### config.mk
export PLATFORM = sky130hd
export DESIGN_NAME = uart_rx_status
export DESIGN_NICKNAME = d
export VERILOG_FILES = /design/src/rtl/uart_pkg.sv /design/src/rtl/sync_2ff.sv /design/src/rtl/uart_rx_status.sv
export SDC_FILE = /design/constraint.sdc
export NUM_CORES = 1
export LEC_CHECK = 0
export ABC_AREA = 0
export CORE_UTILIZATION = 65
export CTS_CLUSTER_SIZE = 24
export DETAILED_ROUTE_END_ITERATION = 16
export PLACE_DENSITY_LB_ADDON = 0.08
export SLEW_MARGIN = 40
export SYNTH_ARGS = -nofsm -noshare
export SYNTH_HDL_FRONTEND = slang
export SYNTH_SLANG_ARGS = --single-unit
### constraint.sdc
create_clock -name clk -period 6.6 [get_ports clk]
set_input_delay 1.65 -clock clk [delete_from_list [all_inputs] [get_ports clk]]
set_output_delay 1.65 -clock clk [all_outputs]
set_load 0.05 [all_outputs]
### src/rtl/uart_pkg.sv
// Shared definitions for the status-link UART (receiver FSM states, status characters).
package uart_pkg;

  typedef enum logic [2:0] {
    IDLE,
    START,
    DATA,
    STOP,
    WAIT_HIGH
  } rx_state_t;

  localparam logic [7:0] CHAR_M = 8'h4D;
  localparam logic [7:0] CHAR_S = 8'h53;

  // Moving flag after a decoded byte: set by 'M', cleared by 'S', otherwise held.
  function automatic logic next_moving(input logic cur, input logic [7:0] b);
    if (b == CHAR_M) begin
      return 1'b1;
    end else if (b == CHAR_S) begin
      return 1'b0;
    end
    return cur;
  endfunction

endpackage

### src/rtl/sync_2ff.sv
// Two-flop synchroniser for a single asynchronous input bit.
module sync_2ff #(
  parameter logic RESET_VAL = 1'b1
) (
  input  logic clk,
  input  logic rst,
  input  logic d,
  output logic q
);

  logic meta;

  // Two back-to-back flops; both come out of reset at RESET_VAL.
  always_ff @(posedge clk or posedge rst) begin
    if (rst) begin
      meta <= RESET_VAL;
      q    <= RESET_VAL;
    end else begin
      meta <= d;
      q    <= meta;
    end
  end

endmodule

### src/rtl/uart_rx_status.sv
// 8N1 UART receiver for the status link: decodes 'M'/'S' into a moving flag and
// tracks link health with a watchdog on good frames.
module uart_rx_status
  import uart_pkg::*;
#(
  parameter int unsigned CLK_FREQ       = 100_000_000,
  parameter int unsigned BAUD           = 115200,
  parameter int unsigned TIMEOUT_CYCLES = 25_000_000
) (
  input  logic       clk,
  input  logic       rst,
  input  logic       rx,
  output logic [7:0] data,
  output logic       data_valid,
  output logic       frame_err,
  output logic       busy,
  output logic       moving,
  output logic       link_ok
);

  // Bit period in clocks; expected to be at least 4 so the half-bit point exists.
  localparam int unsigned DIV  = CLK_FREQ / BAUD;
  localparam int unsigned TO_W = $clog2(TIMEOUT_CYCLES);

  localparam logic [15:0]     HALF_LAST = 16'(DIV / 2 - 1);
  localparam logic [15:0]     BIT_LAST  = 16'(DIV - 1);
  localparam logic [TO_W-1:0] TO_LAST   = TO_W'(TIMEOUT_CYCLES - 1);

  logic            rxs;
  rx_state_t       state;
  logic [15:0]     div_cnt;
  logic [2:0]      bit_cnt;
  logic [7:0]      shift;
  logic [TO_W-1:0] to_cnt;
  logic [TO_W-1:0] to_next;

  sync_2ff #(
    .RESET_VAL(1'b1)
  ) u_sync (
    .clk(clk),
    .rst(rst),
    .d  (rx),
    .q  (rxs)
  );

  // Receive FSM with shift register, character decode and registered pulse outputs.
  always_ff @(posedge clk or posedge rst) begin
    if (rst) begin
      state      <= IDLE;
      div_cnt    <= '0;
      bit_cnt    <= '0;
      shift      <= '0;
      data       <= '0;
      data_valid <= 1'b0;
      frame_err  <= 1'b0;
      busy       <= 1'b0;
      moving     <= 1'b0;
    end else begin
      data_valid <= 1'b0;
      frame_err  <= 1'b0;
      case (state)
        IDLE: begin
          if (!rxs) begin
            state   <= START;
            div_cnt <= '0;
            bit_cnt <= '0;
            busy    <= 1'b1;
          end
        end
        START: begin
          if (div_cnt == HALF_LAST) begin
            div_cnt <= '0;
            bit_cnt <= '0;
            if (!rxs) begin
              state <= DATA;
            end else begin
              // Start bit did not hold to mid-bit: treat as a glitch.
              state <= IDLE;
              busy  <= 1'b0;
            end
          end else begin
            div_cnt <= div_cnt + 16'd1;
          end
        end
        DATA: begin
          if (div_cnt == BIT_LAST) begin
            div_cnt <= '0;
            shift   <= {rxs, shift[7:1]};
            if (bit_cnt == 3'd7) begin
              state   <= STOP;
              bit_cnt <= '0;
            end else begin
              bit_cnt <= bit_cnt + 3'd1;
            end
          end else begin
            div_cnt <= div_cnt + 16'd1;
          end
        end
        STOP: begin
          if (div_cnt == BIT_LAST) begin
            div_cnt <= '0;
            bit_cnt <= '0;
            if (rxs) begin
              state      <= IDLE;
              busy       <= 1'b0;
              data       <= shift;
              data_valid <= 1'b1;
              moving     <= next_moving(moving, shift);
            end else begin
              state     <= WAIT_HIGH;
              frame_err <= 1'b1;
            end
          end else begin
            div_cnt <= div_cnt + 16'd1;
          end
        end
        WAIT_HIGH: begin
          // A held-low (break) line must not look like a new start bit.
          if (rxs) begin
            state   <= IDLE;
            div_cnt <= '0;
            bit_cnt <= '0;
            busy    <= 1'b0;
          end
        end
        default: begin
          state   <= IDLE;
          div_cnt <= '0;
          bit_cnt <= '0;
          busy    <= 1'b0;
        end
      endcase
    end
  end

  // Saturating increment of the watchdog counter.
  always_comb begin
    to_next = (to_cnt == TO_LAST) ? to_cnt : to_cnt + TO_W'(1);
  end

  // Watchdog: a good frame restarts the count; link drops once it reaches the limit.
  always_ff @(posedge clk or posedge rst) begin
    if (rst) begin
      to_cnt  <= '0;
      link_ok <= 1'b0;
    end else if (data_valid) begin
      to_cnt  <= '0;
      link_ok <= 1'b1;
    end else begin
      to_cnt <= to_next;
      if (to_next == TO_LAST) begin
        link_ok <= 1'b0;
      end
    end
  end

endmodule
-- Word level (Yosys, flattened, before mapping)
Index checks and enable logic that the tools add are counted.
- add/sub/neg operators: 3
- eq/ne operators: 17
- mux-type cells: 42
- bitwise logic cells: 1
- reductions and logical operators: 10
- operators with widths (operator ; count):
    $mux 16 ; 4
    $pmux 16 s4 ; 1
    $eq 25x25->1 const B ; 2
    $mux 25 ; 2
    $mux 3 ; 12
    $pmux 3 s5 ; 2
    $add 25x1->25 const B ; 1
    $mux 1 ; 19
    $add 16x1->16 const B ; 1
    $eq 16x10->1 const B ; 1
    $eq 16x9->1 const B ; 1
    $eq 8x7->1 const B ; 2
    $ne 2x2->1 const B ; 5
    $reduce_and 4->1 ; 2
    $eq 3x2->1 const B ; 2
    $eq 3x3->1 const B ; 2
    $reduce_and 6->1 ; 1
    $pmux 1 s5 ; 1
    $reduce_and 5->1 ; 1
    $reduce_and 2->1 ; 2
    $add 3x1->3 const B ; 1
    $eq 3x1->1 const B ; 1
    $logic_not 3->1 ; 1
    $reduce_and 3->1 ; 1
    other kinds (5) ; 5
- flip-flop bits (word level): 70
- bits of input ports: 3
- output and inout bits: 13
- logic and storage cells: 86

-- Longest topological paths before layout
Gate-level depths: netlist (run 1).
- word-level depth: 7
- mapped depth: 10
- mapped depth without buffers: 9

-- By module
A second synthesis (run 1) with hierarchy kept.
- cells, all modules: 376
- area, all modules: 3597.2 um2
- modules (own cells, without submodules) (module ; instances ; cells each ; area each (um2) ; seq. area each (um2)):
    uart_rx_status ; 1 ; 373 ; 3540.9 ; 1701.6
    sync_2ff ; 1 ; 3 ; 56.3 ; 52.6

-- Least setup slack after synthesis (run 1)
OpenSTA, ideal clock, no wires.
- path kind: register -> output
- start: reg busy
- end: out busy
- data arrival time: 0.616 ns
- data required time: 4.950 ns
- slack: 4.334 ns
- stages on the path, launching flop included: 1
- path buffers: 0
- cell sequence: dfrtp_1
- RTL lines (what ; RTL line ; source):
    start: declaration ; uart_rx_status.sv:16 ; output logic busy,
    start signal: assignment ; uart_rx_status.sv:56 ; busy <= 1'b0;
    start signal: assignment ; uart_rx_status.sv:67 ; busy <= 1'b1;
    start signal: assignment ; uart_rx_status.sv:79 ; busy <= 1'b0;
No word-level cell between the ends.

-- Worst setup path in the final report (run 1)
- start: reg data_valid
- end: out data_valid
- RTL lines (what ; RTL line ; source):
    start: declaration ; uart_rx_status.sv:14 ; output logic data_valid,
    start signal: assignment ; uart_rx_status.sv:54 ; data_valid <= 1'b0;
    start signal: assignment ; uart_rx_status.sv:59 ; data_valid <= 1'b0;
    start signal: assignment ; uart_rx_status.sv:107 ; data_valid <= 1'b1;
No word-level cell between the ends.

==> results of run 1 <==
-- cells in the final DEF, fill, tap and decap left out, types with 6 or more instances in the layout --
master / synthesis / layout
xnor2_1: 18 / 18
nor3_1: 7 / 7
nand2_1: 44 / 44
o21ai_0: 6 / 6
nand4_1: 18 / 18
clkdlybuf4s50_1: 0 / 15
nand3_1: 13 / 13
nor4_1: 6 / 6
nor2_1: 64 / 64
dfrtp_1: 68 / 67
and3_1: 6 / 6
clkbuf_8: 0 / 11
xor2_1: 20 / 20
a21oi_1: 6 / 6
mux2_2: 13 / 13
inv_1: 14 / 13
-- cell type report --
| type | count | area, um2 | area share [%] |
|---|---|---|---|
| Timing Repair Buffer | 16 | 161 | 3.97 |
| Clock buffer | 12 | 155 | 3.81 |
| Multi-Input combinational cell | 280 | 1800 | 44.2 |
| Sequential cell | 70 | 1760 | 43.1 |
| Tap cell | 72 | 90.1 | 2.21 |
| Inverter | 14 | 52.6 | 1.29 |
| Clock inverter | 4 | 55.1 | 1.35 |
-- layer usage --
| layer | GRT usage, % | wire (um) |
|---|---|---|
| met2 | 42.9 | 3330 |
| met4 | 11.5 | 151 |
| met5 | 0 | 0 |
| met3 | 5.88 | 198 |
| met1 | 33.5 | 3240 |
-- sequential cells by signal, summed over array words and instances (netlist names), 3 cells and up --
name     flops
bit_cnt      3
data         8
div_cnt     16
shift        8
state        3
to_cnt      25
-- stage by stage --
step	setup WS [ps]	total power [uW]	area, um2
2_1_floorplan	3190	446	3690
3_3_place_gp	3110	450	3850
3_5_place_dp	3100	450	3860
4_1_cts	2720	809	4070
5_1_grt	2950	830	4070
6_report	3030	802	4070
-- cells by family after synthesis --
group	Yosys count
simple gates	186
flops	70
compound gates	32
mux	18
fa+ha+maj	6
xor+xnor	38
buf+inv	30
-- power by group through the flow --
stage	combinational, uW	clock (uW)	sequential [uW]
after floorplan	7.83	0	438
after global placement	10.9	0	439
after detailed placement	11.4	0	439
after CTS	11.4	367	431
after global routing	12.7	387	431
final	10.6	360	431
-- worst max path at each step --
stage,cells past startpoint,start,slack (ps),end
after CTS,1,data_valid,2720,data_valid
after global placement,1,data_valid,3110,data_valid
after detailed placement,1,data_valid,3100,data_valid
after global routing,1,data_valid,2950,data_valid
after floorplan,1,rst,3190,bit_cnt[0]
final,1,data_valid,3030,data_valid
==> results.ini, run 1 <==
[outcome]
outcome=finished clean

[setup_path]
crit_path_end_kind=output port
worstPathRequired_ps=4950
cp_slowest_stage_delay_ps=900
worstPathMaxFanout=27
path_buf_inv=1
worstReg2RegEnd=bit_cnt[1]
critical-path-slowest-cell=clkdlybuf4s50_1
critPathKind=reg -> out
startpoint_type=register
reg2reg_from=div_cnt[0]
cp_data_arrival_time_ps=1920
path_cells=clkdlybuf4s50_1
path_delay_family=buffers and inverters
ff2ff_setup_slack_ps=4140
r2r_cells=8

[cells_and_area]
instances_no_fill=468
num-nets-final=399
final_util_pct=74.3
num_antenna_cells=0
drive_gt1_share_pct=12.6
area_delta_synth_final_pct=10.3
nFillCells=404

[placed_design]
dpl.cell_count=452
portBuffers=15
dpl.hpwl_um=4660
gp_congestion=0.837

[sta]
grt_setup_unrepaired=no
post-route-min-period_ps=3570
tightest_slew_ps=723
clock_skew_ps=11.7
whs_ps=357
finalHoldViolCount=0
slew_headroom_pct=51.3
slew_viol_final=0
setup-violations-final=0
final.setup.tns_ps=0
fmax_mhz=280
period_share_pct=54.1

[synthesis]
syn_nets=388
synthAdderAreaFrac_pct=1.97
synthSimpleGateAreaFrac_pct=26.3
synthTopCellsByCount=68 x dfrtp_1, 64 x nor2_1, 44 x nand2_1
synth_top_family_by_area=simple AND/OR/NAND/NOR gates
synth_edf_count=0
seq_area_frac_synth_pct=47.6
ys_ff_latch=70
ys.flop_type=dfrtp_1
yosysTopAreaCellShare_pct=46.1
syn_area_mm2=0.00369
synth_xor_area_share_pct=9.02
ys_warn_count=0
avgSynthCellArea_um2=9.71
synth_cell_type_count=55
synthesis.instances=380
synth.most_common_cell=dfrtp_1
synth_area_leaders=dfrtp_1 46%, nor2_1 6.5%, xor2_1 4.7%
synth_top_area_cell=dfrtp_1
muxShareOfSynthArea_pct=5.33
synth_compound_area_share_pct=6.14
async_flop_share_pct=100

[hold_path]
hp-start=u_sync.meta
hold_depth=0
min_to=u_sync.q
hp-class=reg -> reg

[clocking]
cts_sinks=70
cts_buffers=9
clockBufferDepth=2
cts_resized=0
cts_hold_buf=0
cts_setup_buffers=0
clkLatencyLatePin_ps=350
cts_tree=built
clk_pin_slew_ps=80
cts-root-buf=clkbuf_8
cts_htree_levels=3

[drt]
antenna_left=0
routed_wl_um=6920
via_count=2724
post-route-drc-count=0
first_iter_violations=189
via_per_inst=5.82
drt-pass1-iter-count=4
wire_per_inst_um=14.8

[die]
row_count=27
chipHeight_um=77.3
ios=16
fp.dieArea_mm2=0.00598
die_x_um=77.3
core_area_mm2=0.00547
initial_utilization_pct=67.4

[pwr]
pwr-share-seq_pct=53.7
p_sw_uw=173
sw_frac_of_total_pct=21.6
irDropWorstVdd_mv=0.148
p_int_uw=628
pwr_density_cell_mw_per_mm2=197
p_leak_uw=0.00178
power_frac_comb_pct=1.3
clockPowerShare_pct=45.0

[grt]
grt-ovfl-total=0
grt_pass1_vias=2695
grt_max_degree=71
antenna_found_initial=0
grtUsageTotal_pct=26.2
grt_pass1_wl_um=12300

[flow_run]
drv_cap=0

Power figures use the tool's default switching activity.
==> run 2: changes to the inputs <==
Settings changed: CORE_UTILIZATION 65 to 60.
Clock period 6.6 ns to 3.7 ns, I/O delays scaled along.
==> run 2 against run 1 <==
Effect of this change: non-clock buffer count up 1; total power up 87%; highest routed layer unchanged; flip-flop and latch count unchanged; first-iteration DRC count down 52%; combinational power up 93%; global-route usage down 1.4 points; critical path depth up 1; clock skew down 2.1 ps.
==> results.ini, run 2 (same netlist as run 1, synthesis figures left out) <==
[clocking]
cts_hold_buf=0  ; unchanged
cts_resized=0  ; unchanged
clk_pin_slew_ps=90  ; was 80 ps
cts_setup_buffers=0  ; unchanged
cts-root-buf=clkbuf_8  ; unchanged
cts_tree=built  ; unchanged
cts_buffers=9  ; unchanged
cts_htree_levels=3  ; unchanged
clkLatencyLatePin_ps=350  ; about the same
cts_sinks=70  ; unchanged
clockBufferDepth=2  ; unchanged

[cells_and_area]
num-nets-final=400  ; was 399
area_delta_synth_final_pct=11.4  ; was 10.3%
mostFrequentLayoutCell=dfrtp_1  ; unchanged
top_regs=to_cnt (25), div_cnt (16)  ; unchanged
drive_gt1_share_pct=12.8  ; was 12.6%
final_cell_area_mm2=0.00411  ; was 0.00407 mm2
top_register=to_cnt  ; unchanged
largest_reg_flops=25  ; unchanged
final_util_pct=69.4  ; was 74.3%
mostFrequentLayoutCells=68 x dfrtp_1, 64 x nor2_1, 44 x nand2_1, 20 x xor2_1  ; was 67 x dfrtp_1, 64 x nor2_1, 44 x nand2_1, 20 x xor2_1
num_antenna_cells=0  ; unchanged

[grt]
grt-ovfl-total=0  ; unchanged
antenna_found_initial=0  ; unchanged
grtUsageTotal_pct=24.9  ; was 26.2%
grt_pass1_wl_um=12200  ; was 12300 um
grt_pass1_vias=2641  ; was 2695
grt_max_degree=38  ; was 71

[setup_path]
r2r_cells=8  ; unchanged
critPathKind=reg -> out  ; unchanged
worstReg2RegEnd=bit_cnt[1]  ; unchanged
worstPathMaxFanout=27  ; unchanged
worstPathRequired_ps=2770  ; was 4950 ps
startpoint_type=register  ; unchanged
ff2ff_setup_slack_ps=1230  ; was 4140 ps
reg2reg_from=div_cnt[0]  ; unchanged
cp_data_arrival_time_ps=1840  ; was 1920 ps
crit_path_end_kind=output port  ; unchanged

[sta]
final.setup.tns_ps=0  ; unchanged
grt_setup_unrepaired=no  ; unchanged
fin_ws_ps=933  ; was 3030 ps
post-route-min-period_ps=2770
period_share_pct=74.8
tightest_slew_ps=607  ; was 723 ps
finalHoldViolCount=0  ; unchanged
clock_skew_ps=9.65  ; was 11.7 ps
setup-violations-final=0  ; unchanged
fmax_mhz=361
slew_headroom_pct=59.1  ; was 51.3%
slew_viol_final=0  ; unchanged
whs_ps=358  ; was 357 ps

[drt]
via_count=2746  ; was 2724
antenna_left=0  ; unchanged
post-route-drc-count=0  ; unchanged
drt-pass1-iter-count=5  ; was 4
via_per_inst=5.82  ; about the same
first_iter_violations=91  ; was 189
routed_wl_um=7200  ; was 6920 um
wire_per_inst_um=15.3  ; was 14.8 um

[hold_path]
hp-start=u_sync.meta  ; unchanged
hold_depth=0  ; unchanged
min_to=u_sync.q  ; unchanged
hp-class=reg -> reg  ; unchanged

[flow_run]
drv_cap=0  ; unchanged

[pwr]
irDropWorstVdd_mv=0.254  ; was 0.148 mV
clockPowerShare_pct=47.4  ; was 45.0%
p_leak_uw=0.00180  ; was 0.00178 uW
sw_frac_of_total_pct=22.7  ; was 21.6%
pwr-share-seq_pct=51.2  ; was 53.7%
p_int_uw=1160  ; was 628 uW
pwr_density_cell_mw_per_mm2=365  ; was 197 mW/mm2
p_sw_uw=340  ; was 173 uW
power_frac_comb_pct=1.4  ; was 1.3%

[die]
ios=16  ; unchanged
core_area_mm2=0.00592  ; was 0.00547 mm2
row_count=28  ; was 27
initial_utilization_pct=62.3  ; was 67.4%
fp.dieArea_mm2=0.00646  ; was 0.00598 mm2
chipHeight_um=80.4  ; was 77.3 um
die_x_um=80.4  ; was 77.3 um

[placed_design]
portBuffers=15  ; unchanged
place_area_mm2=0.00388  ; was 0.00386 mm2
gp_congestion=0.877  ; was 0.837
dp_slack_ps=1260  ; was 3100 ps
dpl.hpwl_um=4970  ; was 4660 um

[outcome]
outcome=finished clean  ; unchanged

run 2: worst max-delay path by stage:
| stage | startpoint | end | slack (ps) | cells after the start |
|---|---|---|---|---|
| after floorplan | rst | bit_cnt[0] | 1010 | 1 |
| after global placement | data_valid | data_valid | 1330 | 2 |
| after detailed placement | div_cnt[0] | bit_cnt[2] | 1260 | 8 |
| after CTS | data_valid | data_valid | 920 | 2 |
| after global routing | data_valid | data_valid | 880 | 2 |
| final | data_valid | data_valid | 930 | 2 |
run 2: layout make-up:
class | instances | area, um2
clock buffer | 9 | 124
tap | 75 | 93.8
timing repair buffer | 17 | 178
fill | 464 | 1810
sequential | 70 | 1750
inverter | 14 | 53.8
clock inverter | 7 | 105
multi-input combinational | 280 | 1800
run 2: power by group through the flow:
stage	Combinational, uW	Clock (uW)	Sequential, uW
6_report	20.5	711	768
3_3_place_gp	21.1	0	783
4_1_cts	21.8	714	768
3_5_place_dp	21.7	0	783
2_1_floorplan	14.0	0	782
5_1_grt	24.8	755	768
run 2: per-stage QoR:
stage,std cells,total power [uW]
3_5_place_dp,456,805
5_1_grt,472,1550
4_1_cts,472,1500
3_3_place_gp,456,804
6_report,472,1500
2_1_floorplan,380,796
run 2: layer usage:
metal / GRT usage [%] / share of wire (%) / vias up
met5: 0 / 0 / -
met4: 9.82 / 2.3 / 0
met3: 6.25 / 3.1 / 17
met2: 40.0 / 48 / 55
met1: 32.1 / 46 / 1340
li1: - / - / 1334
run 2: critical path, stage by stage, from the launching register on:
cell	delay (ps)
dfrtp_1	340
buf_4	280
clkdlybuf4s50_1	870
==> run 3: changes to the inputs <==
Clock period 3.7 ns to 2.9 ns, I/O delays scaled along.
==> run 3 against run 2 <==
Effect of this change: total power increased by 28%; setup slack lost 490 ps; worst hold slack improved by 1.6 ps; final cell count up 0.21%.
==> results.ini, run 3 (same netlist as run 1, synthesis figures left out) <==
[die]
core_area_mm2=0.00592  ; unchanged
initial_utilization_pct=62.3  ; unchanged
row_count=28  ; unchanged
chipHeight_um=80.4  ; unchanged
fp.dieArea_mm2=0.00646  ; unchanged
ios=16  ; unchanged
die_x_um=80.4  ; unchanged

[drt]
routed_wl_um=7180  ; was 7200 um
wire_per_inst_um=15.2  ; was 15.3 um
antenna_left=0  ; unchanged
drt-pass1-iter-count=4  ; was 5
first_iter_violations=131  ; was 91
via_per_inst=5.78  ; was 5.82
via_count=2733  ; was 2746
post-route-drc-count=0  ; unchanged

[clocking]
cts_setup_buffers=0  ; unchanged
cts_sinks=70  ; unchanged
clockBufferDepth=2  ; unchanged
cts_resized=0  ; unchanged
cts-root-buf=clkbuf_8  ; unchanged
cts_htree_levels=3  ; unchanged
clk_pin_slew_ps=80  ; was 90 ps
cts_buffers=9  ; unchanged
clkLatencyLatePin_ps=350  ; about the same
cts_hold_buf=0  ; unchanged
cts_tree=built  ; unchanged

[placed_design]
place_area_mm2=0.00388  ; about the same
dpl.hpwl_um=4910  ; was 4970 um
gp_congestion=0.856  ; was 0.877
portBuffers=15  ; unchanged

[grt]
grt_pass1_vias=2666  ; was 2641
grt-ovfl-total=0  ; unchanged
antenna_found_initial=0  ; unchanged
grtUsageTotal_pct=25.2  ; was 24.9%
grt_max_degree=71  ; was 38
grt_pass1_wl_um=12300  ; was 12200 um

[sta]
tightest_slew_ps=512  ; was 607 ps
finalHoldViolCount=0  ; unchanged
clock_skew_ps=12.5  ; was 9.65 ps
final.setup.tns_ps=0  ; unchanged
fmax_mhz=407
slew_headroom_pct=65.8  ; was 59.1%
whs_ps=360  ; was 358 ps
slew_viol_final=0  ; unchanged
grt_setup_unrepaired=no  ; unchanged
post-route-min-period_ps=2460
setup-violations-final=0  ; unchanged
period_share_pct=84.7

[setup_path]
cp_data_arrival_time_ps=2690  ; was 1840 ps
r2r_cells=8  ; unchanged
crit_path_end_kind=register  ; was output port
worstPathMaxFanout=17  ; was 27
worstPathRequired_ps=3140  ; was 2770 ps
critPathKind=reg -> reg  ; was reg -> out
startpoint_type=register  ; unchanged

[pwr]
irDropWorstVdd_mv=0.437  ; was 0.254 mV
total_power_uw=1910  ; was 1500 uW
pwr_density_cell_mw_per_mm2=465  ; was 365 mW/mm2
p_leak_uw=0.00181  ; was 0.00180 uW

[cells_and_area]
num-nets-final=401  ; was 400
top_register=to_cnt  ; unchanged
mostFrequentLayoutCell=dfrtp_1  ; unchanged
num_antenna_cells=0  ; unchanged
final_cell_area_mm2=0.00411  ; about the same
top_regs=to_cnt (25), div_cnt (16)  ; unchanged
mostFrequentLayoutCells=68 x dfrtp_1, 64 x nor2_1, 44 x nand2_1, 20 x xor2_1  ; unchanged
area_delta_synth_final_pct=11.5  ; was 11.4%
largest_reg_flops=25  ; unchanged
drive_gt1_share_pct=13.1  ; was 12.8%

[hold_path]
hp-class=reg -> reg  ; unchanged
hold_depth=0  ; unchanged

[flow_run]
drv_cap=0  ; unchanged

[outcome]
outcome=finished clean  ; unchanged

-- run 3: cell count changes in the layout (fill, tap and decap cells not counted) --
cell / change
inv_6: +1
inv_2: +1
clkinv_2: -1
clkinv_4: -1
buf_4: +1
-- run 3: stage by stage --
step                      util, %  setup slack (ps)  std cells
after floorplan                 -               410        380
after global placement       65.6               555        457
after detailed placement     65.6               447        457
after CTS                    69.5               428        473
after global routing         69.5               231        473
final                        69.5               443        473
-- run 3: path summary, 6_finish.rpt --
kind / from / to / slack, ps
max: div_cnt[0] / bit_cnt[2] / 440
min: u_sync.meta / u_sync.q / 360
max reg2reg: div_cnt[0] / bit_cnt[2] / 440
min reg2reg: u_sync.meta / u_sync.q / 360
max in group asynchronous: rst / u_sync.meta / 1810
min in group asynchronous: rst / data[3] / 750
-- run 3: power breakdown --
part	internal [uW]	switching, uW
combinational	5.84	20.5
clock	498	410
sequential	978	2.08
-- run 3: worst max-delay path, cell delays in order, from the launching register on --
cell	delay, ps
dfrtp_1	420
ha_1	290
nand4b_1	150
nor3b_2	200
mux2i_1	100
o21ai_2	230
o21ai_2	150
a21oi_4	410
mux2_2	400
-- run 3: layout make-up --
type / instances / area, um2
Sequential cell: 70 / 1750
Timing Repair Buffer: 18 / 185
Clock buffer: 9 / 124
Tap cell: 75 / 93.8
Clock inverter: 7 / 105
Fill cell: 460 / 1810
Multi-Input combinational cell: 280 / 1800
Inverter: 14 / 52.6
-- run 3: layer usage --
layer | wire length (um) | global-route usage, % | up-vias | part of all wire [%]
li1 | - | - | 1331 | -
met4 | 144 | 11.6 | 0 | 2.0
met1 | 3300 | 31.6 | 1329 | 46
met3 | 229 | 5.34 | 16 | 3.2
met2 | 3510 | 41.4 | 57 | 49
met5 | 0 | 0 | - | 0
